==> src/rtl/gpio_pkg.sv <==
// Shared types and constants for the GPIO key/LED controller.
package gpio_pkg;

  typedef enum logic [1:0] {
    LED_OFF  = 2'b00,
    LED_ON   = 2'b01,
    LED_SLOW = 2'b10,
    LED_FAST = 2'b11
  } led_mode_t;

  localparam int PHASE_W = 4;

  // LED-on value for a given mode at the current blink phase.
  function automatic logic led_value(input led_mode_t mode, input logic [PHASE_W-1:0] phase);
    logic on;
    on = 1'b0;
    case (mode)
      LED_OFF:  on = 1'b0;
      LED_ON:   on = 1'b1;
      LED_SLOW: on = phase[3];
      LED_FAST: on = phase[1];
      default:  on = 1'b0;
    endcase
    return on;
  endfunction

endpackage

==> src/rtl/gpio_debounce.sv <==
// One key channel: 2-flop synchronizer, debounce counter and sticky
// press/release event flags.
module gpio_debounce
  import gpio_pkg::*;
#(
  parameter int DEBOUNCE_CYCLES = 1_000_000
) (
  input  logic clk,
  input  logic rst,
  input  logic key_in_n,
  input  logic evt_clr,
  output logic key_level,
  output logic key_press_evt,
  output logic key_release_evt
);

  localparam int CNT_W = (DEBOUNCE_CYCLES > 1) ? $clog2(DEBOUNCE_CYCLES) : 1;
  localparam logic [CNT_W-1:0] CNT_LAST = CNT_W'(DEBOUNCE_CYCLES - 1);

  logic             sync1_reg, sync2_reg;
  logic             synced;
  logic [CNT_W-1:0] cnt_reg, cnt_next;
  logic             level_reg, level_next;
  logic             press_reg, press_next;
  logic             release_reg, release_next;

  // Synchronizer idles at 1 so a reset looks like a released pin.
  always_ff @(posedge clk or posedge rst) begin
    if (rst) begin
      sync1_reg <= 1'b1;
      sync2_reg <= 1'b1;
    end else begin
      sync1_reg <= key_in_n;
      sync2_reg <= sync1_reg;
    end
  end

  assign synced = ~sync2_reg;

  always_comb begin
    cnt_next     = cnt_reg;
    level_next   = level_reg;
    press_next   = press_reg;
    release_next = release_reg;

    if (synced == level_reg) begin
      cnt_next = '0;
    end else if (cnt_reg == CNT_LAST) begin
      cnt_next   = '0;
      level_next = synced;
    end else begin
      cnt_next = cnt_reg + 1'b1;
    end

    // Clear first so a coincident set takes priority.
    if (evt_clr) begin
      press_next   = 1'b0;
      release_next = 1'b0;
    end
    if (level_next && !level_reg) press_next = 1'b1;
    if (!level_next && level_reg) release_next = 1'b1;
  end

  always_ff @(posedge clk or posedge rst) begin
    if (rst) begin
      cnt_reg     <= '0;
      level_reg   <= 1'b0;
      press_reg   <= 1'b0;
      release_reg <= 1'b0;
    end else begin
      cnt_reg     <= cnt_next;
      level_reg   <= level_next;
      press_reg   <= press_next;
      release_reg <= release_next;
    end
  end

  assign key_level       = level_reg;
  assign key_press_evt   = press_reg;
  assign key_release_evt = release_reg;

endmodule

==> src/rtl/gpio_ctrl.sv <==
// GPIO controller: debounced push-buttons with sticky events and
// mode-selectable LEDs blinking from one shared prescaler/phase.
module gpio_ctrl
  import gpio_pkg::*;
#(
  parameter int NUM_KEYS        = 2,
  parameter int NUM_LEDS        = 2,
  parameter int DEBOUNCE_CYCLES = 1_000_000,
  parameter int BLINK_DIV       = 5_000_000
) (
  input  logic                  clk,
  input  logic                  rst,
  input  logic [NUM_KEYS-1:0]   key_in_n,
  output logic [NUM_KEYS-1:0]   key_level,
  output logic [NUM_KEYS-1:0]   key_press_evt,
  output logic [NUM_KEYS-1:0]   key_release_evt,
  input  logic [NUM_KEYS-1:0]   key_evt_clr,
  input  logic [2*NUM_LEDS-1:0] led_mode,
  output logic [NUM_LEDS-1:0]   led_out_n
);

  localparam int PRESC_W = (BLINK_DIV > 1) ? $clog2(BLINK_DIV) : 1;
  localparam logic [PRESC_W-1:0] PRESC_LAST = PRESC_W'(BLINK_DIV - 1);

  genvar gi;

  generate
    for (gi = 0; gi < NUM_KEYS; gi++) begin : g_key
      gpio_debounce #(
        .DEBOUNCE_CYCLES(DEBOUNCE_CYCLES)
      ) u_debounce (
        .clk            (clk),
        .rst            (rst),
        .key_in_n       (key_in_n[gi]),
        .evt_clr        (key_evt_clr[gi]),
        .key_level      (key_level[gi]),
        .key_press_evt  (key_press_evt[gi]),
        .key_release_evt(key_release_evt[gi])
      );
    end
  endgenerate

  logic [PRESC_W-1:0] presc_reg;
  logic               blink_tick;
  logic [PHASE_W-1:0] phase_reg;
  logic [NUM_LEDS-1:0] led_on;
  logic [NUM_LEDS-1:0] led_out_n_reg;

  assign blink_tick = (presc_reg == PRESC_LAST);

  always_ff @(posedge clk or posedge rst) begin
    if (rst) begin
      presc_reg <= '0;
      phase_reg <= '0;
    end else begin
      presc_reg <= blink_tick ? '0 : presc_reg + 1'b1;
      if (blink_tick) phase_reg <= phase_reg + 1'b1;
    end
  end

  // Every LED reads the same phase, keeping blinking LEDs in lock-step.
  generate
    for (gi = 0; gi < NUM_LEDS; gi++) begin : g_led
      assign led_on[gi] = led_value(led_mode_t'(led_mode[2*gi +: 2]), phase_reg);
    end
  endgenerate

  always_ff @(posedge clk or posedge rst) begin
    if (rst) led_out_n_reg <= '1;
    else     led_out_n_reg <= ~led_on;
  end

  assign led_out_n = led_out_n_reg;

endmodule

==> config.mk <==
export PLATFORM = sky130hd
export DESIGN_NAME = gpio_ctrl
export DESIGN_NICKNAME = d
export VERILOG_FILES = /design/src/rtl/gpio_pkg.sv /design/src/rtl/gpio_debounce.sv /design/src/rtl/gpio_ctrl.sv
export SDC_FILE = /design/constraint.sdc
export NUM_CORES = 1
export LEC_CHECK = 0
export BUFFER_PORTS_ARGS = -buffer_cell sky130_fd_sc_hd__buf_2
export CAP_MARGIN = 20
export CORE_MARGIN = 2
export CORE_UTILIZATION = 55
export CTS_CLUSTER_DIAMETER = 120
export DETAILED_ROUTE_END_ITERATION = 10
export PLACE_DENSITY = 0.83
export SKIP_CTS_REPAIR_TIMING = 1
export SLEW_MARGIN = 5
export SYNTH_ARGS = -nofsm -noshare
export SYNTH_HDL_FRONTEND = slang
export SYNTH_HIERARCHICAL = 1
export SYNTH_SLANG_ARGS = --single-unit
==> constraint.sdc <==
create_clock -name clk -period 1.9 [get_ports clk]
set_input_delay 0.095 -clock clk [delete_from_list [all_inputs] [get_ports clk]]
set_output_delay 0.095 -clock clk [all_outputs]
set_load 0.1 [all_outputs]
==> results of run 1 <==
-- cell usage in the layout (no fill, tap or decap), drive strengths merged, types with 5 or more instances in the layout --
cell         synthesis  layout
or2                  5       5
dfstp                6       6
nand3               27      27
buf                  3      59
nor2                46      46
xor2                16      16
dlygate4sd3          0       9
nand4               18      18
or4                  9       9
and3                 5       5
xnor2               33      33
a21oi               12      12
nor3                11      11
inv                 11      14
nor4                10      10
dfrtp               73      73
clkbuf               2      10
or3                 11      11
nand2               24      24
o21ai               16      16
-- layer usage --
metal,up-vias,track usage (%)
met5,-,0
met4,0,7.53
met1,1524,29.5
li1,1451,-
met2,88,37.5
met3,16,6.16
-- per-stage QoR --
stage	setup slack, ns	instances	area [um^2]	util, %
global route	-0.154	526	4670	69.6
global placement	-0.0349	497	4240	63.1
finish	-0.104	526	4670	69.6
CTS	-0.106	513	4430	65.9
detailed placement	-0.106	497	4240	63.1
floorplan	-0.0687	367	3800	-
-- worst max-delay path: stages (launching register included) --
cell     delay, ns
dfrtp_1       0.38
or4_1         0.53
or4_4         0.53
or2_4         0.27
o32ai_2       0.21
-- cells by family after synthesis --
group                    share of synthesized area (%)
AO/OA/AOI/OAI                                     7.36
XOR/XNOR                                          11.3
adder cells (fa/ha/maj)                           1.32
buffers and inverters                             2.18
flip-flops                                        52.3
multiplexers                                     0.297
AND/OR/NAND/NOR                                   25.2
-- power breakdown --
part | internal, mW | total (mW) | switching (mW)
clock | 0.530 | 1.20 | 0.673
combinational | 0.0658 | 0.172 | 0.106
sequential | 1.70 | 1.72 | 0.0192
total | 2.30 | 3.10 | 0.798
-- final timing paths --
check,startpoint,to,slack (ns),depth (start not counted)
worst max-delay path,g_key[1].u_debounce/cnt_reg[10],g_key[1].u_debounce/key_press_evt,-0.10,4
worst min-delay path,led_mode[1],led_out_n[0],0.01,3
worst max register to register,g_key[1].u_debounce/cnt_reg[10],g_key[1].u_debounce/key_press_evt,-0.10,4
worst min register to register,g_key[0].u_debounce/sync1_reg,g_key[0].u_debounce/sync2_reg,0.36,0
max in group asynchronous,rst,g_key[1].u_debounce/cnt_reg[18],0.90,4
min in group asynchronous,rst,g_key[0].u_debounce/cnt_reg[9],0.36,3
-- layout make-up --
type | instances | share of cell area (%)
Sequential cell | 79 | 42.5
Tap cell | 80 | 2.14
Multi-Input combinational cell | 272 | 39.3
Clock buffer | 10 | 2.94
Timing Repair Buffer | 68 | 11.1
Inverter | 11 | 0.883
Clock inverter | 6 | 1.12
==> run_results.csv, run 1 <==
group,metric,value,unit
status,status,"finished, violations left",
status,violations,"negative setup slack",
final_layout,drive_gt1_share,26.9,%
final_layout,fillers,467,
routing,dr_wl_met3,383,um
routing,highest_layer,"met4",
flow_run,drv_cap,0,
yosys,yosys.area.top_type,"dfrtp_1",
yosys,yosys-top-cells-area,"dfrtp_1, xnor2_1, nor2_1",
setup_path,path_class,"reg -> reg",
pwr,total_power,3.10,mW
grt,antenna_found_initial,0,
yosys,synth_top_area_share,48.2,%
final_layout,finalNetCount,455,
yosys,ys_seq_area_share,52.3,%
grt,grtUsageTotal,22.9,%
final_layout,regArea,0.00198,mm^2
pwr,vdd_drop_max,0.414,mV
clock_network,clk_latency,0.37,ns
placed_design,gp_congestion,0.859,
sta,maxSlewViolCount,0,
clock_network,clk_pin_slew,0.09,ns
yosys,syn_area_per_cell,10.3,um^2
placed_design,io_buffers,17,
sta,timing.hold.ws,0.0130,ns
grt,grt_pass1_wl,13400,um
die,core,0.00672,mm^2
routing,wirelength,8470,um
sta,fmax,0.499,GHz
yosys,synth_edf_count,0,
die,die_h,87.0,um
final_layout,multiInputGateArea,0.00184,mm^2
sta,slew_headroom,56.5,%
sta,fin_tns_setup,-2.71,ns
sta,fin_ws,-0.104,ns
routing,num_vias,3079,
setup_path,required,2.17,ns
clock_network,cts_tree,"yes",
sta,tightest_slew,0.652,ns
clock_network,cts_max_level,3,
grt,grt_max_degree,30,
final_layout,area_growth,23.3,%
yosys,synth_area,0.00379,mm^2
routing,antenna_left,0,
sta,skew,0.0108,ns
yosys,syn-num-nets,381,
grt,grt_pass1_vias,2963,
yosys,synthFlopType,"dfrtp_1",
clock_network,cts_sinks,79,
sta,fin_crit_sh,105,%
setup_path,worstSetupStartpointType,"register",
routing,dr.pass1.iters,8,
die,initial_core_util,56.4,%
routing,viasPerCell,5.85,
setup_path,arrival,2.27,ns
yosys,synthTopCellsByCount,"dfrtp_1, nor2_1, xnor2_1",
setup_path,critPathMaxFanout,4,
sta,hold_viol_final,0,
sta,finalCriticalPeriod,2.00,ns
yosys,ys_types,41,
routing,met1Wirelength,3620,um
pwr,leakagePower,1.95,nW
grt,overflow,0,
yosys,synthCells,367,
yosys,synth_most_common_cell,"dfrtp_1",
routing,dr_wl_met2,4310,um
routing,wl_per_cell,16.1,um
die,io_pins,18,
final_layout,largest_reg_flops,40,
clock_network,clockRootBuffer,"clkbuf_8",
routing,drc,0,
yosys,ys_ff_latch,79,
pwr,p_per_area,662,mW/mm^2
placed_design,dp_hpwl,5660,um
final_layout,num_antenna_cells,0,
yosys,synth-warning-count,6,
sta,rsz0062_at_grt,"true",
setup_path,endpoint_kind,"register",
worst_hold_path,hp-class,"in -> reg",
die,die_w,87.0,um
sta,setup_violations,43,
clock_network,clockBufferDepth,2,
routing,dr.first_iter.drc_count,173,
die,dieArea,0.00757,mm^2
yosys,async_flop_share,100,%
clock_network,cts_buffers,9,
die,fp-row-count,30,
No activity file was read; power rests on OpenSTA's default activity.
==> inputs of run 2 (changes only) <==
PLACE_DENSITY = 0.81   (was 0.83)
==> run 2 against run 1 <==
  * The flow still finishes with violations (negative setup slack)
  * Sequential power about the same
  * Core utilization decreased by 0.76 points
  * Die area unchanged
  * Design area decreased by 1.1%
  * Routed wire length decreased by 5.7%
  * Critical path depth unchanged
  * Cell count unchanged
  * Non-clock buffer count unchanged
  * Worst setup slack improved by 0.010 ns
  * Clock skew increased by 0.00058 ns
  * Critical path type unchanged
  * Highest routed layer unchanged
==> run_results.csv, run 2 (synthesized netlist as in run 1, its figures left out) <==
group,metric,value,unit
grt,grt_pass1_vias,2954,
final_layout,fin_util,68.8,%
final_layout,design_area,0.00462,mm^2
sta,setup_violations,45,
routing,wl_per_cell,15.2,um
pwr,leakagePower,1.96,nW
grt,antenna_found_initial,0,
final_layout,fillers,490,
final_layout,final_common_cell,"dfrtp_1",
routing,antenna_left,0,
clock_network,clk_pin_slew,0.09,ns
routing,dr.pass1.iters,4,
flow_run,drv_cap,0,
sta,timing.hold.ws,0.0130,ns
setup_path,required,2.16,ns
grt,grtUsageTotal,22.2,%
sta,fin_crit_sh,105,%
clock_network,clk_latency,0.35,ns
sta,rsz0062_at_grt,"true",
routing,num_vias,3044,
status,status,"finished, violations left",
placed_design,dp_hpwl,5370,um
die,dieArea,0.00757,mm^2
setup_path,endpoint_kind,"register",
pwr,vdd_drop_max,0.415,mV
setup_path,critPathMaxFanout,4,
worst_hold_path,hp-class,"in -> reg",
final_layout,largest_reg_flops,40,
pwr,p_per_area,684,mW/mm^2
sta,fin_ws,-0.0945,ns
sta,skew,0.0114,ns
sta,hold_viol_final,0,
setup_path,path_class,"reg -> reg",
routing,wirelength,7990,um
sta,maxSlewViolCount,0,
clock_network,cts_max_level,3,
die,core,0.00672,mm^2
setup_path,worstSetupStartpointType,"register",
die,initial_core_util,56.4,%
die,die_w,87.0,um
grt,grt_max_degree,30,
sta,tightest_slew,0.730,ns
routing,viasPerCell,5.79,
final_layout,final_cell_mix,"dfrtp_1, nor2_1, buf_4",
die,die_h,87.0,um
sta,finalCriticalPeriod,1.99,ns
sta,fmax,0.501,GHz
placed_design,place_ws,-0.108,ns
clock_network,clockRootBuffer,"clkbuf_8",
placed_design,io_buffers,17,
final_layout,num_antenna_cells,0,
die,io_pins,18,
routing,dr.first_iter.drc_count,167,
clock_network,cts_buffers,9,
sta,fin_tns_setup,-2.57,ns
grt,grt_pass1_wl,13200,um
final_layout,finalNetCount,455,
status,violations,"negative setup slack",
routing,drc,0,
grt,overflow,0,
sta,slew_headroom,51.2,%
clock_network,clockBufferDepth,2,
placed_design,gp_congestion,0.856,
die,fp-row-count,30,
final_layout,area_growth,21.9,%
clock_network,cts_tree,"yes",
placed_design,place_area,0.00427,mm^2
clock_network,cts_sinks,79,
final_layout,drive_gt1_share,24.2,%
setup_path,arrival,2.25,ns
run 2: cell types whose count changed in the layout (fill, tap and decap cells not counted), moves of 2 or more:
cell and delta:
nor2_1 +5, nor2_4 -2, a21oi_1 +6, or3_1 +2
or3_4 -2, or4_1 -2, buf_6 -2, buf_4 +3
a21oi_2 -6, or4_4 +2, nor2_2 -3
run 2: path summary, 6_finish.rpt:
check	from	endpoint	slack [ns]	cells after the start
max	g_key[1].u_debounce/cnt_reg[10]	g_key[1].u_debounce/key_press_evt	-0.09	4
min	led_mode[3]	led_out_n[1]	0.01	3
max reg2reg	g_key[1].u_debounce/cnt_reg[10]	g_key[1].u_debounce/key_press_evt	-0.09	4
min reg2reg	g_key[0].u_debounce/sync1_reg	g_key[0].u_debounce/sync2_reg	0.37	0
max in group asynchronous	rst	g_key[0].u_debounce/cnt_reg[10]	0.86	4
min in group asynchronous	rst	g_key[1].u_debounce/cnt_reg[13]	0.37	4
run 2: per-layer routing:
metal	share of wire (%)	global-route usage, %
met5	0	0
met4	1.5	8.66
met3	3.1	4.74
met2	51	35.3
met1	45	29.9
run 2: area by class of cell:
type	instances	area, um^2	area share (%)
Clock inverter	7	80.1	1.73
Timing Repair Buffer	68	519	11.2
Inverter	11	41.3	0.893
Multi-Input combinational cell	272	1770	38.4
Clock buffer	9	124	2.68
Sequential cell	79	1980	42.9
Tap cell	80	100	2.17
run 2: stage by stage:
stage | instances | power (mW)
3_5_place_dp | 499 | 1.90
4_1_cts | 515 | 3.18
5_1_grt | 526 | 3.28
2_1_floorplan | 367 | 1.84
6_report | 526 | 3.16
3_3_place_gp | 499 | 1.89
run 2: worst max-delay path: stages (launching register included):
cell and delay (ns):
dfrtp_1 0.39, or4_4 0.53, or4_4 0.53, or2_4 0.28, o32ai_2 0.19
run 2: power breakdown:
group	internal, mW	total [mW]	switching [mW]
logic	0.0641	0.165	0.101
clock network	0.623	1.28	0.652
registers	1.70	1.72	0.0180
==> inputs of run 3 (changes only) <==
CORE_ASPECT_RATIO = 0.75   (was unset)
==> run 3 against run 2 <==
  * The flow still finishes with violations (negative setup slack)
  * Critical endpoint is now g_key[1].u_debounce/cnt_reg[19]
  * Critical path type unchanged
  * Count of clock-buffer cells in the layout rose by 2
  * Worst hold slack improved by 0.027 ns
  * Sequential power hardly changed
  * Via count is 1.3% higher
==> run_results.csv, run 3 (synthesized netlist as in run 1, its figures left out) <==
group,metric,value,unit
routing,wirelength,8250,um
final_layout,area_growth,23.7,%
die,core,0.00673,mm^2
clock_network,cts_tree,"yes",
die,io_pins,18,
placed_design,dp_hpwl,5610,um
sta,setup_violations,43,
placed_design,io_buffers,17,
clock_network,clk_latency,0.35,ns
sta,hold_viol_final,0,
clock_network,clockBufferDepth,2,
grt,grt_pass1_vias,3047,
die,dieArea,0.00758,mm^2
die,die_w,99.9,um
routing,drc,0,
final_layout,final_common_cell,"dfrtp_1",
final_layout,largest_reg_flops,40,
pwr,p_per_area,662,mW/mm^2
sta,tightest_slew,0.498,ns
grt,grt_max_degree,30,
flow_run,drv_cap,0,
sta,finalCriticalPeriod,2.04,ns
clock_network,cts_buffers,9,
final_layout,fillers,465,
clock_network,clk_pin_slew,0.08,ns
placed_design,place_ws,-0.124,ns
sta,rsz0062_at_grt,"true",
sta,skew,0.00982,ns
sta,fmax,0.491,GHz
placed_design,gp_congestion,0.911,
clock_network,cts_sinks,79,
sta,fin_crit_sh,107,%
routing,dr.first_iter.drc_count,108,
routing,viasPerCell,5.81,
sta,slew_headroom,67.0,%
setup_path,endpoint_kind,"register",
final_layout,final_cell_mix,"dfrtp_1, buf_4, xnor2_1",
final_layout,drive_gt1_share,26.8,%
status,status,"finished, violations left",
clock_network,clockRootBuffer,"clkbuf_8",
setup_path,critPathMaxFanout,8,
routing,antenna_left,0,
sta,fin_tns_setup,-3.11,ns
die,initial_core_util,56.3,%
clock_network,cts_max_level,3,
die,fp-row-count,26,
setup_path,required,2.12,ns
final_layout,multiInputGateArea,0.00184,mm^2
grt,grtUsageTotal,22.8,%
setup_path,arrival,2.26,ns
pwr,leakagePower,1.94,nW
routing,wl_per_cell,15.5,um
setup_path,worstSetupStartpointType,"register",
routing,num_vias,3083,
final_layout,num_antenna_cells,0,
routing,dr.pass1.iters,4,
grt,grt_pass1_wl,13800,um
final_layout,finalNetCount,456,
status,violations,"negative setup slack",
sta,maxSlewViolCount,0,
worst_hold_path,hp-class,"in -> reg",
setup_path,path_class,"reg -> reg",
grt,antenna_found_initial,0,
pwr,vdd_drop_max,0.591,mV
pwr,total_power,3.10,mW
final_layout,regArea,0.00198,mm^2
grt,overflow,0,
die,die_h,75.9,um
sta,fin_ws,-0.139,ns
## run 3: cell types whose count changed in the layout (fill, tap and decap cells not counted), moves of 2 or more
cell        previous run  this run
clkinvlp_4             1         4
nor2_1                41        32
nor2_2                 2         7
a21oi_2                2         5
a21oi_1               10         7
clkbuf_1               0         2
clkinv_4               2         0
buf_8                  0         2
nor2_4                 3         7
## run 3: metrics by stage
| step | utilization [%] | cell area (um^2) | instances | hold slack [ns] |
|---|---|---|---|---|
| after floorplan | - | 3800 | 367 | 0.0995 |
| after global placement | 63.5 | 4280 | 505 | 0.124 |
| after detailed placement | 63.5 | 4280 | 505 | 0.134 |
| after CTS | 66.3 | 4470 | 521 | -0.241 |
| after global routing | 69.7 | 4690 | 531 | 0.0742 |
| final | 69.7 | 4690 | 531 | 0.0397 |
## run 3: layout make-up
type,instances,share of cell area [%]
Sequential cell,79,42.3
Tap cell,84,2.24
Timing Repair Buffer,69,11.4
Inverter,11,0.880
Clock buffer,11,2.80
Multi-Input combinational cell,272,39.1
Clock inverter,5,1.28
## run 3: critical path, cell delays in order, from the launching register on
cell and delay [ns]:
dfrtp_1 0.38, or4_4 0.55, or4_4 0.53, o21ai_4 0.22
buf_8 0.18, a21oi_1 0.05
## run 3: power breakdown
part	internal [mW]	switching, mW	total (mW)
Sequential	1.70	0.0171	1.72
Clock	0.607	0.602	1.21
Combinational	0.0674	0.106	0.174
## run 3: worst paths after layout
kind | to | slack (ns) | cells after the start | start
worst min-delay path | led_out_n[1] | 0.04 | 3 | led_mode[3]
worst max-delay path | g_key[1].u_debounce/cnt_reg[19] | -0.14 | 5 | g_key[1].u_debounce/cnt_reg[10]
min in group asynchronous | g_key[1].u_debounce/cnt_reg[3] | 0.30 | 3 | rst
max in group asynchronous | g_key[0].u_debounce/sync1_reg | 0.96 | 4 | rst
worst max register to register | g_key[1].u_debounce/cnt_reg[19] | -0.14 | 5 | g_key[1].u_debounce/cnt_reg[10]
worst min register to register | g_key[1].u_debounce/sync2_reg | 0.36 | 0 | g_key[1].u_debounce/sync1_reg
## run 3: metal layers
layer	part of all wire (%)	global-route usage, %
met3	3.8	5.63
met2	48	35.0
met4	1.8	9.32
met1	46	31.2
met5	0	0
